`src/rtl/fpu_wb_scheduler_if.sv`:
```
// Decode-side issue handshake, unit result inputs and float register-file
// writeback bundle for fpu_wb_scheduler.
interface fpu_wb_scheduler_if #(
  parameter int unsigned NREG = 32
);
  localparam int unsigned AW = $clog2(NREG);

  logic            issue_valid;
  logic            issue_ready;
  logic [5:0]      op;
  logic [AW-1:0]   rd;
  logic [AW-1:0]   rs_addr;
  logic [AW-1:0]   rt_addr;
  logic            negate_b;
  logic            flush;
  logic [31:0]     fadd_res;
  logic [31:0]     fmul_res;
  logic [31:0]     finv_res;
  logic [31:0]     fsqrt_res;
  logic            wb_enable;
  logic [AW-1:0]   wb_addr;
  logic [31:0]     wb_data;
  logic            wb_float;
  logic [NREG-1:0] pending;

  modport master (
    output issue_valid, op, rd, rs_addr, rt_addr, flush,
           fadd_res, fmul_res, finv_res, fsqrt_res,
    input  issue_ready, negate_b, wb_enable, wb_addr, wb_data, wb_float, pending
  );

  modport slave (
    input  issue_valid, op, rd, rs_addr, rt_addr, flush,
           fadd_res, fmul_res, finv_res, fsqrt_res,
    output issue_ready, negate_b, wb_enable, wb_addr, wb_data, wb_float, pending
  );
endinterface

```
`src/rtl/fpu_wb_scheduler.sv`:
```
// Float writeback scheduler: per-unit latencies on a shifting slot ring, with
// issue stalls on writeback-port collisions and RAW/WAW hazards.
module fpu_wb_scheduler #(
  parameter int unsigned LAT_ADD  = 3,
  parameter int unsigned LAT_MUL  = 3,
  parameter int unsigned LAT_INV  = 3,
  parameter int unsigned LAT_SQRT = 3,
  parameter int unsigned MAX_LAT  = 8,
  parameter int unsigned NREG     = 32
) (
  input logic               clk,
  input logic               rst_n,
  fpu_wb_scheduler_if.slave bus
);
  localparam int unsigned AW = $clog2(NREG);

  typedef enum logic [1:0] {
    SRC_ADD  = 2'd0,
    SRC_MUL  = 2'd1,
    SRC_INV  = 2'd2,
    SRC_SQRT = 2'd3
  } src_e;

  typedef struct packed {
    logic          valid;
    logic [AW-1:0] addr;
    src_e          src;
  } slot_t;

  slot_t           slot_q [MAX_LAT];
  slot_t           slot_d [MAX_LAT];
  logic [NREG-1:0] pending_q, pending_d;

  logic        is_fpu, uses_rt, collide, hazard, issue_ready, issue_fire;
  src_e        src;
  int unsigned lat;

  always_comb begin
    is_fpu  = 1'b0;
    uses_rt = 1'b0;
    src     = SRC_ADD;
    lat     = 0;
    case (bus.op)
      6'b110000, 6'b110001: begin is_fpu = 1'b1; uses_rt = 1'b1; src = SRC_ADD;  lat = LAT_ADD;  end
      6'b110010, 6'b110011: begin is_fpu = 1'b1; uses_rt = 1'b1; src = SRC_MUL;  lat = LAT_MUL;  end
      6'b110100:            begin is_fpu = 1'b1;                 src = SRC_INV;  lat = LAT_INV;  end
      6'b110101:            begin is_fpu = 1'b1;                 src = SRC_SQRT; lat = LAT_SQRT; end
      default: ;
    endcase
  end

  // slot[L] is what lands in slot[L-1] after this edge's shift; L == MAX_LAT
  // targets the top slot, which is always refilled empty.
  always_comb begin
    collide = 1'b0;
    for (int unsigned i = 0; i < MAX_LAT; i++) begin
      if (i == lat && slot_q[i].valid) collide = 1'b1;
    end
    hazard = pending_q[bus.rs_addr] | pending_q[bus.rd] |
             (uses_rt & pending_q[bus.rt_addr]);
    issue_ready = !bus.flush && !(is_fpu && (collide || hazard));
    issue_fire  = bus.issue_valid && is_fpu && issue_ready;
  end

  always_comb begin
    for (int unsigned i = 0; i + 1 < MAX_LAT; i++) slot_d[i] = slot_q[i+1];
    slot_d[MAX_LAT-1] = '0;
    if (issue_fire) begin
      for (int unsigned i = 0; i < MAX_LAT; i++) begin
        if (i + 1 == lat) slot_d[i] = '{valid: 1'b1, addr: bus.rd, src: src};
      end
    end

    pending_d = pending_q;
    if (slot_q[0].valid) pending_d[slot_q[0].addr] = 1'b0;
    if (issue_fire)      pending_d[bus.rd]         = 1'b1;

    if (bus.flush) begin
      for (int unsigned i = 0; i < MAX_LAT; i++) slot_d[i] = '0;
      pending_d = '0;
    end
  end

  always_ff @(posedge clk or negedge rst_n) begin
    if (!rst_n) begin
      for (int unsigned i = 0; i < MAX_LAT; i++) slot_q[i] <= '0;
      pending_q <= '0;
    end else begin
      for (int unsigned i = 0; i < MAX_LAT; i++) slot_q[i] <= slot_d[i];
      pending_q <= pending_d;
    end
  end

  always_comb begin
    bus.issue_ready = issue_ready;
    bus.negate_b    = is_fpu & bus.op[0];
    bus.wb_enable   = slot_q[0].valid;
    bus.wb_addr     = slot_q[0].valid ? slot_q[0].addr : '0;
    bus.wb_float    = 1'b1;
    bus.pending     = pending_q;
    bus.wb_data     = '0;
    if (slot_q[0].valid) begin
      case (slot_q[0].src)
        SRC_ADD:  bus.wb_data = bus.fadd_res;
        SRC_MUL:  bus.wb_data = bus.fmul_res;
        SRC_INV:  bus.wb_data = bus.finv_res;
        SRC_SQRT: bus.wb_data = bus.fsqrt_res;
        default:  bus.wb_data = '0;
      endcase
    end
  end

  always_ff @(posedge clk) begin
    if (rst_n) begin
      assert (LAT_ADD  >= 1 && LAT_ADD  <= MAX_LAT);
      assert (LAT_MUL  >= 1 && LAT_MUL  <= MAX_LAT);
      assert (LAT_INV  >= 1 && LAT_INV  <= MAX_LAT);
      assert (LAT_SQRT >= 1 && LAT_SQRT <= MAX_LAT);
      assert (!(issue_fire && collide));
    end
  end
endmodule
```
`src/flat_wrapper.sv`:
```
// flat-port wrapper written by rule: the top's interface ports become plain ports
module fpu_wb_scheduler_flat 
#(
  parameter int unsigned LAT_ADD  = 3,
  parameter int unsigned LAT_MUL  = 3,
  parameter int unsigned LAT_INV  = 3,
  parameter int unsigned LAT_SQRT = 3,
  parameter int unsigned MAX_LAT  = 8,
  parameter int unsigned NREG     = 32
)
  (clk, rst_n, bus_issue_valid, bus_op, bus_rd, bus_rs_addr, bus_rt_addr, bus_flush, bus_fadd_res, bus_fmul_res, bus_finv_res, bus_fsqrt_res, bus_issue_ready, bus_negate_b, bus_wb_enable, bus_wb_addr, bus_wb_data, bus_wb_float, bus_pending);
  fpu_wb_scheduler_if #(.NREG(NREG)) bus_i ();
  input logic clk;
  input logic rst_n;
  input wire logic [$bits(bus_i.issue_valid)-1:0] bus_issue_valid;
  input wire logic [$bits(bus_i.op)-1:0] bus_op;
  input wire logic [$bits(bus_i.rd)-1:0] bus_rd;
  input wire logic [$bits(bus_i.rs_addr)-1:0] bus_rs_addr;
  input wire logic [$bits(bus_i.rt_addr)-1:0] bus_rt_addr;
  input wire logic [$bits(bus_i.flush)-1:0] bus_flush;
  input wire logic [$bits(bus_i.fadd_res)-1:0] bus_fadd_res;
  input wire logic [$bits(bus_i.fmul_res)-1:0] bus_fmul_res;
  input wire logic [$bits(bus_i.finv_res)-1:0] bus_finv_res;
  input wire logic [$bits(bus_i.fsqrt_res)-1:0] bus_fsqrt_res;
  output wire logic [$bits(bus_i.issue_ready)-1:0] bus_issue_ready;
  output wire logic [$bits(bus_i.negate_b)-1:0] bus_negate_b;
  output wire logic [$bits(bus_i.wb_enable)-1:0] bus_wb_enable;
  output wire logic [$bits(bus_i.wb_addr)-1:0] bus_wb_addr;
  output wire logic [$bits(bus_i.wb_data)-1:0] bus_wb_data;
  output wire logic [$bits(bus_i.wb_float)-1:0] bus_wb_float;
  output wire logic [$bits(bus_i.pending)-1:0] bus_pending;
  assign bus_i.issue_valid = bus_issue_valid;
  assign bus_i.op = bus_op;
  assign bus_i.rd = bus_rd;
  assign bus_i.rs_addr = bus_rs_addr;
  assign bus_i.rt_addr = bus_rt_addr;
  assign bus_i.flush = bus_flush;
  assign bus_i.fadd_res = bus_fadd_res;
  assign bus_i.fmul_res = bus_fmul_res;
  assign bus_i.finv_res = bus_finv_res;
  assign bus_i.fsqrt_res = bus_fsqrt_res;
  assign bus_issue_ready = bus_i.issue_ready;
  assign bus_negate_b = bus_i.negate_b;
  assign bus_wb_enable = bus_i.wb_enable;
  assign bus_wb_addr = bus_i.wb_addr;
  assign bus_wb_data = bus_i.wb_data;
  assign bus_wb_float = bus_i.wb_float;
  assign bus_pending = bus_i.pending;
  fpu_wb_scheduler #(.LAT_ADD(LAT_ADD), .LAT_MUL(LAT_MUL), .LAT_INV(LAT_INV), .LAT_SQRT(LAT_SQRT), .MAX_LAT(MAX_LAT), .NREG(NREG)) u_core (.clk(clk), .rst_n(rst_n), .bus(bus_i));
endmodule
```
`config.mk`:
```
export PLATFORM = sky130hd
export DESIGN_NAME = fpu_wb_scheduler_flat
export DESIGN_NICKNAME = d
export VERILOG_FILES = /design/src/rtl/fpu_wb_scheduler_if.sv /design/src/rtl/fpu_wb_scheduler.sv /design/src/flat_wrapper.sv
export SDC_FILE = /design/constraint.sdc
export NUM_CORES = 1
export LEC_CHECK = 0
export ABC_AREA = 1
export CORE_ASPECT_RATIO = 1.4
export CORE_MARGIN = 1
export CORE_UTILIZATION = 47
export CTS_BUF_LIST = sky130_fd_sc_hd__clkbuf_8
export CTS_CLUSTER_DIAMETER = 30
export DETAILED_ROUTE_END_ITERATION = 12
export GPL_ROUTABILITY_DRIVEN = 0
export GPL_TIMING_DRIVEN = 0
export PLACE_DENSITY_LB_ADDON = 0.3
export RECOVER_POWER = 25
export SYNTH_ARGS = -nofsm -noshare
export SYNTH_HDL_FRONTEND = slang
export SYNTH_SLANG_ARGS = --single-unit
```
`constraint.sdc`:
```
create_clock -name clk -period 2.9 [get_ports clk]
set_clock_uncertainty 0.2 [all_clocks]
set_input_delay 0.435 -clock clk [delete_from_list [all_inputs] [get_ports clk]]
set_output_delay 0.435 -clock clk [all_outputs]
set_load 0.05 [all_outputs]
```
==> impl_metrics.toml <==
[status]
status = "complete, no violations"

[drt]
post_drt_wl_per_cell_um = 18.49
drt_wl_total_mm = 22.67
vias = 7028
drcViolationCount = 0
drt_iter0_drc = 715
avgViaCountPerCell = 5.732
ant_nets = 0
first_pass_iters = 6

[global_routing]
grt_max_degree = 37
grt_usage = 0.4115
first_global_vias = 6368
grt_pass1_wl_mm = 33.13
grt_overflow = 0
grt_antenna_before_repair = 5

[finish]
seqCellArea_um2 = 1401
multi_input_area_um2 = 2955
syn_to_final_growth_pct = 55.72
drive_gt1_frac = 0.08648
n_fill_cell = 828
nets = 1239

[sta]
slew_headroom = 0.1929
final-hold-violation-count = 0
slew_violations = 0
fin_ws_ns = 0.009523
tightest_slew_ns = 1.211
finalCritPeriodShare = 0.9967
hold_slack_ns = 0.2661
rsz0062_at_grt = "true"
fin_crit_ns = 2.890
setup_viol = 0
max_freq_mhz = 346.0

[worst_setup_path]
critPathRequiredTime_ns = 2.27
critical_path_arrival_ns = 2.26
slowest_delay_ns = 0.66
path_cells = "clkdlybuf4s50_1, inv_1, nand3_1, nand2_1, a21oi_1, nand2_1, nand3_1, nand2_1, a21oi_4, buf_6"
path_max_fanout = 5
cpMostUsedCell = "nand2_1"
start_kind = "primary input"
worstSetupPathType = "primary input to primary output"
slowest_stage = "clkdlybuf4s50_1"
end_kind = "primary output"

[yosys]
yosys.area_share.simple = 0.4358
yosys_warnings = 0
synth_compound_area_frac = 0.1437
synth_top_family_by_area = "simple AND/OR/NAND/NOR gates"
syn_nets = 1007
syn_avg_cell_area_um2 = 5.708
synth.cell_area_um2 = 4875
synthXorXnorAreaFrac = 0
yosysSeqAreaShare = 0.2875
synth-seq-cells = 56
synth_fa_ha_area_frac = 0
netlist-cell-type-count = 24
synthMuxAreaShare = 0
syn_inst = 854

[floorplanning]
fp.dieH_um = 122.5
die_w_um = 88.07
core_region_area_um2 = 10010
io-pin-count = 226
rows = 43
initial_core_util = 0.4871
design.die.area_um2 = 10790

[worst_hold_path]
min-delay-path-class = "flip-flop to flip-flop"

[clock_network]
cts_made_buffers = 5
path_clk_slew_ns = 0.11
htree_num_levels = 2
clkSinkCount = 56
insertion_delay_ns = 0.33
clock_tree.root_cell = "clkbuf_8"
cts_tree = "yes"
clockBufferDepth = 2

[run]
cap_violations = 0

[placed_design]
io_buffers = 221
hpwl_mm = 16.83
post-place-ws_ns = -0.9010

[pwr]
peakVddDrop_mv = 0.2310
power.leakage_nw = 3.444
total_power_mw = 1.835
powerDensity_nw_per_um2 = 241.7
-- cells in the final DEF, fill, tap and decap left out, drive strengths merged, types with 8 or more instances in the layout --
cell type,netlist,final
nand2,348,348
clkdlybuf4s50,0,180
inv,118,119
a21oi,70,70
nor2,67,67
dfrtp,56,56
nand3,52,52
clkbuf,30,38
nand4,33,33
a41oi,32,32
clkdlybuf4s15,0,27
buf,16,22
nor3,17,17
o21ai,8,8
-- final cells by class --
type | count | area share
Inverter | 119 | 0.05967
Timing Repair Buffer | 226 | 0.2993
Clock inverter | 3 | 0.003461
Clock buffer | 5 | 0.009065
Buffer | 45 | 0.03099
Sequential cell | 56 | 0.1846
Tap cell | 135 | 0.02225
Multi-Input combinational cell | 633 | 0.3893
Antenna cell | 4 | 0.001319
-- timing repair --
item                                    in CTS  in global routing
hold buffers                                 1                  0
gates resized for setup                    140                 69
pin swaps                                    0                  2
endpoints found under the setup margin      71                 72
setup buffers                                0                  2
hold endpoints to repair                    20                  0
-- metal layers --
layer | share of wire | track usage | wire, µm
met5 | 0.00049 | 0 | 11
met4 | 0.074 | 0.2329 | 1688
met3 | 0.14 | 0.1325 | 3173
met2 | 0.47 | 0.7093 | 10670
met1 | 0.31 | 0.4368 | 7121
-- synthesized netlist by cell type --
| library cell | n | share of area |
|---|---|---|
| a22oi_1 | 1 | 0.0015 |
| dfrtp_1 | 56 | 0.29 |
| clkinv_1 | 1 | 0.00077 |
| nand2_1 | 347 | 0.27 |
| o21ai_0 | 7 | 0.0072 |
| nand3_2 | 1 | 0.0021 |
| o21ai_1 | 1 | 0.0010 |
| nand3b_1 | 1 | 0.0015 |
| buf_1 | 3 | 0.0023 |
| buf_4 | 1 | 0.0015 |
| nand4_1 | 33 | 0.042 |
| conb_1 | 1 | 0.00077 |
| buf_6 | 1 | 0.0023 |
| inv_1 | 115 | 0.089 |
| a41oi_1 | 32 | 0.057 |
| nand3_1 | 51 | 0.052 |
| clkbuf_1 | 30 | 0.023 |
| a21oi_1 | 70 | 0.072 |
| nor3_1 | 17 | 0.017 |
| o211ai_1 | 3 | 0.0046 |
| inv_2 | 3 | 0.0023 |
| buf_2 | 11 | 0.011 |
| nor2_1 | 67 | 0.052 |
| nand2_2 | 1 | 0.0013 |
-- cells by family after synthesis --
group           Yosys count
compound gates          114
buf+inv                 165
flops                    56
other cells               1
simple gates            518
-- power by group --
group / switching, mW / internal (mW) / leakage [nW] / total, mW
logic: 0.295 / 0.266 / 2.62 / 0.561
clock network: 0.296 / 0.177 / 0.0423 / 0.472
registers: 0.0116 / 0.790 / 0.780 / 0.801
-- final timing paths --
path	from	to	slack, ns	cells after the start
setup reg to reg	u_core.bus.wb_enable$_DFF_PN0_	u_core.bus.pending[16]$_DFF_PN0_	0.19	8
setup / recovery	bus_rt_addr[2]	bus_issue_ready	0.01	10
max in group asynchronous	rst_n	u_core.slot_q[45]$_DFF_PN0_	0.36	3
hold / removal	u_core.slot_q[45]$_DFF_PN0_	u_core.slot_q[53]$_DFF_PN0_	0.27	2
min in group asynchronous	rst_n	u_core.bus.pending[17]$_DFF_PN0_	0.67	2
hold reg to reg	u_core.slot_q[45]$_DFF_PN0_	u_core.slot_q[53]$_DFF_PN0_	0.27	2
-- registers in the layout, indices dropped and copies added, names as in the netlist --
name                  flops
u_core.bus.pending       32
u_core.slot_q            23
u_core.bus.wb_enable      1
-- worst max-delay path: cells and delay by family --
family	cells	cell delay [ns]
AND/OR/NAND/NOR	5	0.49
buffers and inverters	3	1.06
AO/OA/AOI/OAI	2	0.28
-- stage by stage --
step / std cells / setup TNS (ns) / instance area (µm²) / utilization
5_1_grt: 1223 / -0.02094 / 7584 / 0.7578
4_1_cts: 1221 / -0.8431 / 7463 / 0.7458
6_report: 1226 / 0 / 7591 / 0.7586
2_1_floorplan: 854 / 0 / 4875 / -
3_3_place_gp: 1210 / -46.55 / 7256 / 0.7251
3_5_place_dp: 1212 / -18.55 / 7278 / 0.7273
No activity file was read; power rests on OpenSTA's default activity.
